File: src/rtl/dsp_sys_arr_pkg.sv
// rtl/dsp_sys_arr_pkg.sv - shared types and constants for the systolic-array stream buffers
package dsp_sys_arr_pkg;

    typedef logic [31:0] word_t;

    localparam int AXIS_DEFAULT_DEPTH = 8;

    // Pointer width: address bits plus one wrap bit.
    function automatic int ptr_w(input int depth);
        return $clog2(depth) + 1;
    endfunction

endpackage

File: src/rtl/axis_stream_fifo_if.sv
// rtl/axis_stream_fifo_if.sv - valid/ready stream bundle carrying BW lanes of DW-bit words plus last
interface axis_stream_fifo_if
    import dsp_sys_arr_pkg::*;
#(
    parameter int BW = 2,
    parameter int DW = $bits(word_t)
);
    logic                   valid;
    logic                   ready;
    logic [BW-1:0][DW-1:0]  stream;
    logic                   last;

    modport master (output valid, output stream, output last, input ready);
    modport slave  (input valid, input stream, input last, output ready);

endinterface

File: src/rtl/axis_fifo_mem.sv
// rtl/axis_fifo_mem.sv - DEPTH x WIDTH register array, synchronous write, combinational read
module axis_fifo_mem #(
    parameter int DEPTH = 8,
    parameter int WIDTH = 65
) (
    input  logic                     clk,
    input  logic                     we,
    input  logic [$clog2(DEPTH)-1:0] waddr,
    input  logic [WIDTH-1:0]         wdata,
    input  logic [$clog2(DEPTH)-1:0] raddr,
    output logic [WIDTH-1:0]         rdata
);

    logic [WIDTH-1:0] mem_q [DEPTH];

    always_ff @(posedge clk) begin
        if (we) begin
            mem_q[waddr] <= wdata;
        end
    end

    assign rdata = mem_q[raddr];

endmodule

File: src/rtl/axis_stream_fifo.sv
// rtl/axis_stream_fifo.sv - FWFT stream FIFO with count/flags/flush; AXIS_PACKET_MODE_EN selects store-and-forward
module axis_stream_fifo
    import dsp_sys_arr_pkg::*;
#(
    parameter int BW        = 2,
    parameter int DW        = $bits(word_t),
    parameter int DEPTH     = AXIS_DEFAULT_DEPTH,
    parameter int AF_THRESH = DEPTH - 2
) (
    input  logic                   clk,
    input  logic                   rst,
    input  logic                   flush,
    axis_stream_fifo_if.slave      in_s,
    axis_stream_fifo_if.master     out_m,
    output logic [$clog2(DEPTH):0] count,
    output logic                   almost_full,
    output logic                   empty
);

    localparam int AW = $clog2(DEPTH);
    localparam int PW = ptr_w(DEPTH);
    localparam int MW = BW * DW + 1;
    localparam logic [PW-1:0] AF_LVL = PW'(AF_THRESH);

    logic [PW-1:0] wr_ptr_q, wr_ptr_d;
    logic [PW-1:0] rd_ptr_q, rd_ptr_d;
    logic          full;
    logic          push;
    logic          pop;
    logic          out_valid;
    logic          out_last;
    logic          mem_we;
    logic [MW-1:0] mem_wdata;
    logic [MW-1:0] mem_rdata;

    assign count       = wr_ptr_q - rd_ptr_q;
    assign empty       = (wr_ptr_q == rd_ptr_q);
    assign full        = (wr_ptr_q[AW-1:0] == rd_ptr_q[AW-1:0]) && (wr_ptr_q[AW] != rd_ptr_q[AW]);
    assign almost_full = (count >= AF_LVL);

    // in_ready looks only at registered state, so a full FIFO never passes through.
    assign in_s.ready = !full;
    assign push       = in_s.valid && !full;
    assign pop        = out_valid && out_m.ready;

    always_comb begin
        wr_ptr_d = wr_ptr_q + PW'(push);
        rd_ptr_d = rd_ptr_q + PW'(pop);
        if (flush) begin
            wr_ptr_d = '0;
            rd_ptr_d = '0;
        end
    end

    always_ff @(posedge clk) begin
        if (rst) begin
            wr_ptr_q <= '0;
            rd_ptr_q <= '0;
        end else begin
            wr_ptr_q <= wr_ptr_d;
            rd_ptr_q <= rd_ptr_d;
        end
    end

    assign mem_we    = push && !flush;
    assign mem_wdata = {in_s.last, in_s.stream};

    axis_fifo_mem #(
        .DEPTH (DEPTH),
        .WIDTH (MW)
    ) u_mem (
        .clk   (clk),
        .we    (mem_we),
        .waddr (wr_ptr_q[AW-1:0]),
        .wdata (mem_wdata),
        .raddr (rd_ptr_q[AW-1:0]),
        .rdata (mem_rdata)
    );

    // Stale array contents are masked so an empty FIFO always presents zeros.
    assign out_last     = !empty && mem_rdata[MW-1];
    assign out_m.stream = empty ? '0 : mem_rdata[MW-2:0];
    assign out_m.last   = out_last;
    assign out_m.valid  = out_valid;

`ifdef AXIS_PACKET_MODE_EN
    logic [PW-1:0] pkt_cnt_q, pkt_cnt_d;
    logic          pkt_in;
    logic          pkt_out;

    assign pkt_in  = push && in_s.last;
    assign pkt_out = pop && out_last;

    always_comb begin
        pkt_cnt_d = pkt_cnt_q;
        if (flush) begin
            pkt_cnt_d = '0;
        end else if (pkt_in && !pkt_out) begin
            pkt_cnt_d = pkt_cnt_q + PW'(1);
        end else if (!pkt_in && pkt_out) begin
            pkt_cnt_d = pkt_cnt_q - PW'(1);
        end
    end

    always_ff @(posedge clk) begin
        if (rst) begin
            pkt_cnt_q <= '0;
        end else begin
            pkt_cnt_q <= pkt_cnt_d;
        end
    end

    // Releasing on full keeps packets longer than DEPTH from deadlocking.
    assign out_valid = !empty && ((pkt_cnt_q != '0) || full);
`else
    assign out_valid = !empty;
`endif

endmodule

File: src/flat_wrapper.sv
// flat-port wrapper written by rule: the top's interface ports become plain ports
module axis_stream_fifo_flat import dsp_sys_arr_pkg::*;
#(
    parameter int BW        = 2,
    parameter int DW        = $bits(word_t),
    parameter int DEPTH     = AXIS_DEFAULT_DEPTH,
    parameter int AF_THRESH = DEPTH - 2
)
  (clk, rst, flush, count, almost_full, empty, in_s_valid, in_s_stream, in_s_last, in_s_ready, out_m_valid, out_m_stream, out_m_last, out_m_ready);
  axis_stream_fifo_if #(.BW(BW), .DW(DW)) in_s_i ();
  axis_stream_fifo_if #(.BW(BW), .DW(DW)) out_m_i ();
  input  logic clk;
  input  logic rst;
  input  logic flush;
  output logic [$clog2(DEPTH):0] count;
  output logic almost_full;
  output logic empty;
  input wire logic [$bits(in_s_i.valid)-1:0] in_s_valid;
  input wire logic [$bits(in_s_i.stream)-1:0] in_s_stream;
  input wire logic [$bits(in_s_i.last)-1:0] in_s_last;
  output wire logic [$bits(in_s_i.ready)-1:0] in_s_ready;
  output wire logic [$bits(out_m_i.valid)-1:0] out_m_valid;
  output wire logic [$bits(out_m_i.stream)-1:0] out_m_stream;
  output wire logic [$bits(out_m_i.last)-1:0] out_m_last;
  input wire logic [$bits(out_m_i.ready)-1:0] out_m_ready;
  assign in_s_i.valid = in_s_valid;
  assign in_s_i.stream = in_s_stream;
  assign in_s_i.last = in_s_last;
  assign in_s_ready = in_s_i.ready;
  assign out_m_valid = out_m_i.valid;
  assign out_m_stream = out_m_i.stream;
  assign out_m_last = out_m_i.last;
  assign out_m_i.ready = out_m_ready;
  axis_stream_fifo #(.BW(BW), .DW(DW), .DEPTH(DEPTH), .AF_THRESH(AF_THRESH)) u_core (.clk(clk), .rst(rst), .flush(flush), .in_s(in_s_i), .out_m(out_m_i), .count(count), .almost_full(almost_full), .empty(empty));
endmodule
File: config.mk
export PLATFORM = sky130hd
export DESIGN_NAME = axis_stream_fifo_flat
export DESIGN_NICKNAME = d
export VERILOG_FILES = /design/src/rtl/dsp_sys_arr_pkg.sv /design/src/rtl/axis_stream_fifo_if.sv /design/src/rtl/axis_fifo_mem.sv /design/src/rtl/axis_stream_fifo.sv /design/src/flat_wrapper.sv
export SDC_FILE = /design/constraint.sdc
export NUM_CORES = 1
export LEC_CHECK = 0
export CORE_MARGIN = 1
export CORE_UTILIZATION = 50
export DETAILED_ROUTE_END_ITERATION = 12
export PLACE_DENSITY = 0.72
export RECOVER_POWER = 25
export SLEW_MARGIN = 10
export SYNTH_ARGS = -nofsm -noshare
export SYNTH_HDL_FRONTEND = slang
export SYNTH_SLANG_ARGS = --single-unit
File: constraint.sdc
create_clock -name clk -period 8.15 [get_ports clk]
set_clock_uncertainty 0.1 [all_clocks]
set_input_delay 0.815 -clock clk [delete_from_list [all_inputs] [get_ports clk]]
set_output_delay 0.815 -clock clk [all_outputs]
set_load 0.01 [all_outputs]
==> summary.txt, run 1 <==
Critical path
  – Crit. End Element: output pin
  – Worst path slowest cell: dfxtp_4
  – Critical Path AT: 4.33 ns
  – CP startpoint kind: register
  – CP Buf/Inv Count: 3
  – Crit-path max FO: 65
  – CP top delay family: buffers and inverters
  – CP required: 7.24 ns
  – Flop2flop setup slack: 4.16 ns
  – CP startpoint: u_core.rd_ptr_q[1]
  – R2r startpoint: u_core.rd_ptr_q[1]
  – Crit-path cells: inv_1, ha_1, and3_1, a21oi_4, buf_4, a22o_1, clkdlybuf4s50_1
  – Worst setup path class: reg -> out
  – Largest stage delay on the critical path: 0.98 ns

STA
  – Slew HR: 29.50%
  – Count of pins over their slew limit: 0
  – Setup TNS: 0 ns
  – Tcrit/Tclk final: 64.37%
  – Achievable Freq: 190.6 MHz
  – Worst Tran Pin Value: 1.058 ns
  – RSZ-0062 raised after global routing: no
  – Clock period minus worst slack: 5.246 ns
  – # setup viols final: 0
  – Endpoints failing hold: 0

Power
  – LEAKAGE: 7.279 nW
  – Peak supply drop: 0.2309 mV
  – Pwr dens: 236.1 nW/um^2

Clock tree
  – CTS max path bufs: 3
  – Clock slew seen by the registers of the worst setup and hold paths: 0.05 ns
  – Post-CTS Setup Inserts: 0
  – CTS Hold Bufs: 0
  – CTS Buf Count: 54
  – Clk sinks: 528
  – Worst-Skew Late Latency: 0.58 ns
  – CTS resizes: 0
  – CTS tree: done
  – Root buf cell: clkbuf_16
  – H-tree depth: 2

Floorplanning
  – Die Height: 201.7 um
  – DIE AREA: 40690 um^2
  – Total core area: 39010 um^2
  – Initial Utilization: 51.13%
  – Top Ports: 143
  – # rows: 72
  – Die width: 201.7 um

Route
  – Number of DRC markers in iteration 0: 616
  – Routed WL: 39200 um
  – Antenna-violating nets left: 0
  – # DRC: 0
  – Via-per-instance ratio: 5.765
  – Wirelength per Cell: 25.11 um
  – Vias: 8999
  – Initial DRT Pass Iterations: 5

Flow run
  – Max_cap viols: 0

Synth
  – Post-synthesis adder-cell area fraction: 0.5395%
  – Mapped Nets: 909
  – Register bit total from synthesis: 528
  – Cell Area, Synth: 19950 um^2
  – Mean post-synth cell area: 24.00 um^2
  – Async SR Flop Fraction: 0%
  – Cell count after synthesis: 831
  – YS warnings: 0
  – Post-synthesis xor/xnor area fraction: 0.3074%
  – Synth Flop Type: edfxtp_1
  – Seq/Total Area, Yosys: 79.09%
  – Number of flops mapped to enable cells by yosys: 520
  – Complex-gate fraction of the synthesized area: 3.055%
  – Post-Synth Simple-Gate Area: 0.8406%
  – Post-synthesis mux area share: 14.68%
  – Distinct cells, synth: 25
  – Main combinational cell family by area after synthesis: multiplexers

Global route
  – Initial antenna violation count: 3
  – First-pass GRT wire length: 59650 um
  – Largest net degree at the start of global routing: 71
  – GRT overflow: 0
  – Tot GR Track Use: 19.88%
  – Number of global-route vias before repair: 9603

Finish
  – Fin util: 60.68%
  – Fill count: 2694
  – Share of cells above drive strength 1: 21.81%
  – Register area: 15780 um^2
  – Most common cell after layout, fill and taps aside: edfxtp_1
  – Multi-input logic area: 3971 um^2
  – Layout overhead on the synthesized area: 18.68%
  – Leading cell types in the layout, fill and taps excluded: edfxtp_1 (520), mux4_2 (130), clkdlybuf4s50_1 (103)
  – Nets: 1077

Outcome
  – Status: finished clean

Placement
  – Final HPWL DP: 20800 um
  – Routability cong.: 0.7130
  – I/O Buffers: 142

Min path
  – Class of the worst hold path: reg -> reg
  – Hold Startpoint: u_core.wr_ptr_q[3]
-- flip-flops by register name, indices dropped and copies added (netlist names) --
register,flops
u_core.rd_ptr_q,4
u_core.u_mem.mem_q,520
u_core.wr_ptr_q,4
-- area by class of cell --
type | count | area share (%)
clock buffers | 71 | 6.068
flip-flops and latches | 528 | 66.67
diodes | 2 | 0.02114
repair buffers | 158 | 6.512
multi-input cells | 250 | 16.78
well taps | 518 | 2.738
inverters | 7 | 0.1110
clock inverters | 27 | 1.099
-- synth_stat cells, types with 6 or more instances --
master      n  area share (%)
edfxtp_1  520              78
mux4_2    130              15
a22o_1     65             2.9
buf_2      18            0.45
clkbuf_1   16            0.30
nor2_1      9            0.17
buf_6       8            0.45
dfxtp_1     8            0.80
ha_1        7            0.44
inv_1       7            0.13
and2_1      6            0.19
-- worst paths after layout --
check / end / cells past startpoint
setup / recovery: out_m_stream[54] / 7
hold / removal: u_core.wr_ptr_q[3] / 2
setup reg to reg: u_core.u_mem.mem_q[3][41] / 6
hold reg to reg: u_core.wr_ptr_q[3] / 2
-- per-layer routing --
layer  GRT usage [%]  share of wire, %  vias to the layer above
li1                -                 -                     3920
met1           27.28                43                     4776
met2           33.04                50                      241
met3           3.499               4.8                       58
met4           5.628               1.9                        4
met5               0             0.087                        -
-- report_power, final --
group	internal (mW)	leakage (nW)	switching [mW]
Sequential	3.01	4.76	0.00527
Clock	1.39	0.816	0.972
Combinational	0.103	1.70	0.109
Total	4.50	7.28	1.09
-- worst min-delay path: stages (launching register included) --
cell and delay [ns]:
dfxtp_1 0.35, xor2_1 0.16, nor3_1 0.05
-- metrics by stage --
step / setup slack (ns) / instance area (um^2) / cells / hold WS, ns / power, mW
detailed placement: 3.437 / 21970 / 1461 / 0.4867 / 3.287
global route: 2.658 / 23670 / 1560 / 0.5306 / 5.760
finish: 2.904 / 23670 / 1561 / 0.5016 / 5.588
floorplan: 2.534 / 19960 / 831 / 0.4432 / 3.162
CTS: 2.794 / 23670 / 1559 / 0.4965 / 5.643
global placement: 3.524 / 21970 / 1461 / 0.4847 / 3.281
-- kinds of logic (layout without fill, tap and decap cells) --
group                      after synthesis  in the layout
other                                    0              2
xor gates and xnor gates                 7              7
AOI/OAI and AO/OA                       72             72
DFF                                    528            528
buffers and inverters                   53            263
adders and majority gates                8              8
and+or+nand+nor                         33             33
muxes                                  130            130
No activity file was read; power rests on OpenSTA's default activity.
==> run 2: changes to the inputs <==
--- a/config.mk
+++ b/config.mk
@@ -8,7 +8,7 @@
 export CORE_MARGIN = 1
 export CORE_UTILIZATION = 50
 export DETAILED_ROUTE_END_ITERATION = 12
-export PLACE_DENSITY = 0.72
+export PLACE_DENSITY = 0.7
 export RECOVER_POWER = 25
 export SLEW_MARGIN = 10
 export SYNTH_ARGS = -nofsm -noshare
==> constraint.sdc (replaced) <==
create_clock -name clk -period 5.32 [get_ports clk]
set_clock_uncertainty 0.1 [all_clocks]
set_input_delay 0.532 -clock clk [delete_from_list [all_inputs] [get_ports clk]]
set_output_delay 0.532 -clock clk [all_outputs]
set_load 0.01 [all_outputs]
==> summary.txt, run 2 (synthesis gave the netlist of run 1 again) <==
Route
  – Initial DRT Pass Iterations: 5
  – Routed WL: 38530 um
  – Number of DRC markers in iteration 0: 760
  – Via-per-instance ratio: 5.848
  – Antenna-violating nets left: 0
  – Vias: 9146
  – Wirelength per Cell: 24.63 um
  – # DRC: 0

Finish
  – Fill count: 2696
  – Max FFs per register: 520
  – Leading cell types in the layout, fill and taps excluded: edfxtp_1 (520), mux4_2 (130), clkdlybuf4s50_1 (104)
  – Layout overhead on the synthesized area: 18.07%
  – Largest registers: u_core.u_mem.mem_q x520, u_core.rd_ptr_q x4, u_core.wr_ptr_q x4
  – Most common cell after layout, fill and taps aside: edfxtp_1
  – Fin util: 60.37%
  – Share of cells above drive strength 1: 22.17%
  – Largest Register: u_core.u_mem.mem_q
  – Nets: 1083

Flow run
  – Max_cap viols: 0

Clock tree
  – H-tree depth: 2
  – CTS max path bufs: 3
  – Root buf cell: clkbuf_16
  – Clock slew seen by the registers of the worst setup and hold paths: 0.06 ns
  – Clk sinks: 528
  – CTS tree: done
  – Worst-Skew Late Latency: 0.58 ns
  – CTS resizes: 0
  – CTS Buf Count: 52
  – Post-CTS Setup Inserts: 0
  – CTS Hold Bufs: 0

Power
  – Peak supply drop: 0.3205 mV
  – LEAKAGE: 7.241 nW
  – Pwr dens: 348.3 nW/um^2

Min path
  – Class of the worst hold path: reg -> reg

Critical path
  – Crit. End Element: output pin
  – CP required: 4.69 ns
  – Largest stage delay on the critical path: 0.66 ns
  – CP Buf/Inv Count: 3
  – Crit-path max FO: 32
  – CP startpoint kind: register
  – Worst path slowest cell: dfxtp_4
  – Worst setup path class: reg -> out
  – CP top delay family: buffers and inverters
  – Crit-path cells: inv_1, ha_1, and3_1, a21oi_4, buf_4, a22o_1, clkdlybuf4s50_1
  – Critical Path AT: 3.35 ns

STA
  – # setup viols final: 0
  – Setup TNS: 0 ns
  – Slew HR: 35.44%
  – Endpoints failing hold: 0
  – Achievable Freq: 251.1 MHz
  – RSZ-0062 raised after global routing: no
  – Count of pins over their slew limit: 0
  – Worst Tran Pin Value: 0.9684 ns
  – Tcrit/Tclk final: 74.86%
  – Clock period minus worst slack: 3.983 ns

Floorplanning
  – # rows: 72
  – DIE AREA: 40690 um^2
  – Total core area: 39010 um^2
  – Initial Utilization: 51.13%
  – Die Height: 201.7 um
  – Die width: 201.7 um
  – Top Ports: 143

Placement
  – Routability cong.: 0.7745
  – I/O Buffers: 142
  – Final HPWL DP: 21030 um

Global route
  – Number of global-route vias before repair: 9547
  – Tot GR Track Use: 19.46%
  – Initial antenna violation count: 5
  – First-pass GRT wire length: 58610 um
  – Largest net degree at the start of global routing: 74
  – GRT overflow: 0

Outcome
  – Status: finished clean
run 2: cell count changes in the layout (fill, tap and decap cells not counted):
cell | previous run | this run
clkbuf_16 | 55 | 53
dlygate4sd3_1 | 39 | 38
clkbuf_1 | 16 | 15
clkinv_4 | 2 | 1
bufinv_16 | 5 | 0
inv_6 | 1 | 2
clkinv_2 | 4 | 8
clkdlybuf4s50_1 | 103 | 104
diode_2 | 2 | 4
buf_12 | 0 | 1
clkinv_1 | 13 | 11
buf_4 | 16 | 23
clkinvlp_4 | 2 | 1
run 2: worst reg2reg max path: stages (launching register included):
cell	delay [ns]
dfxtp_4	0.66
inv_1	0.10
ha_1	0.32
nand3_1	0.12
o211ai_1	0.33
nor4_4	0.30
buf_4	0.61
run 2: worst paths after layout:
path,start,endpoint,slack (ns),cells past startpoint
max,u_core.rd_ptr_q[1],out_m_last,1.34,7
max reg2reg,u_core.rd_ptr_q[1],u_core.u_mem.mem_q[0][36],2.39,6
min,u_core.rd_ptr_q[3],u_core.rd_ptr_q[3],0.50,2
min reg2reg,u_core.rd_ptr_q[3],u_core.rd_ptr_q[3],0.50,2
run 2: routing by layer:
metal | up-vias | share of wire (%) | GRT usage (%)
met4 | 4 | 2.0 | 5.303
met2 | 291 | 49 | 30.84
met1 | 4851 | 43 | 27.54
met3 | 59 | 6.6 | 4.357
li1 | 3941 | - | -
met5 | - | 0.057 | 0
run 2: cell type report:
class / count / area (um^2) / share of cell area, %
Clock inverter: 23 / 115.1 / 0.4888
Timing Repair Buffer: 166 / 1614 / 6.854
Sequential cell: 528 / 15780 / 67.02
Clock buffer: 68 / 1383 / 5.871
Inverter: 7 / 26.28 / 0.1116
Multi-Input combinational cell: 250 / 3971 / 16.86
Antenna cell: 4 / 10.01 / 0.04250
Tap cell: 518 / 648.1 / 2.752
run 2: through the flow:
| step | power [mW] | hold WS (ns) | area, um^2 | std cells | worst slack, ns |
|---|---|---|---|---|---|
| after floorplan | 4.843 | 0.4432 | 19980 | 831 | 0.4829 |
| after global placement | 5.028 | 0.4775 | 22040 | 1469 | 1.887 |
| after global routing | 8.451 | 0.5226 | 23540 | 1560 | 1.134 |
| final | 8.202 | 0.4978 | 23550 | 1564 | 1.337 |
| after CTS | 8.295 | 0.4988 | 23540 | 1560 | 1.256 |
| after detailed placement | 5.036 | 0.4867 | 22040 | 1469 | 1.880 |
run 2: power by group:
part | total, mW | leakage, nW | switching (mW) | internal [mW]
clock | 3.26 | 0.733 | 1.44 | 1.82
sequential | 4.61 | 4.76 | 0.00911 | 4.60
combinational | 0.326 | 1.74 | 0.166 | 0.160
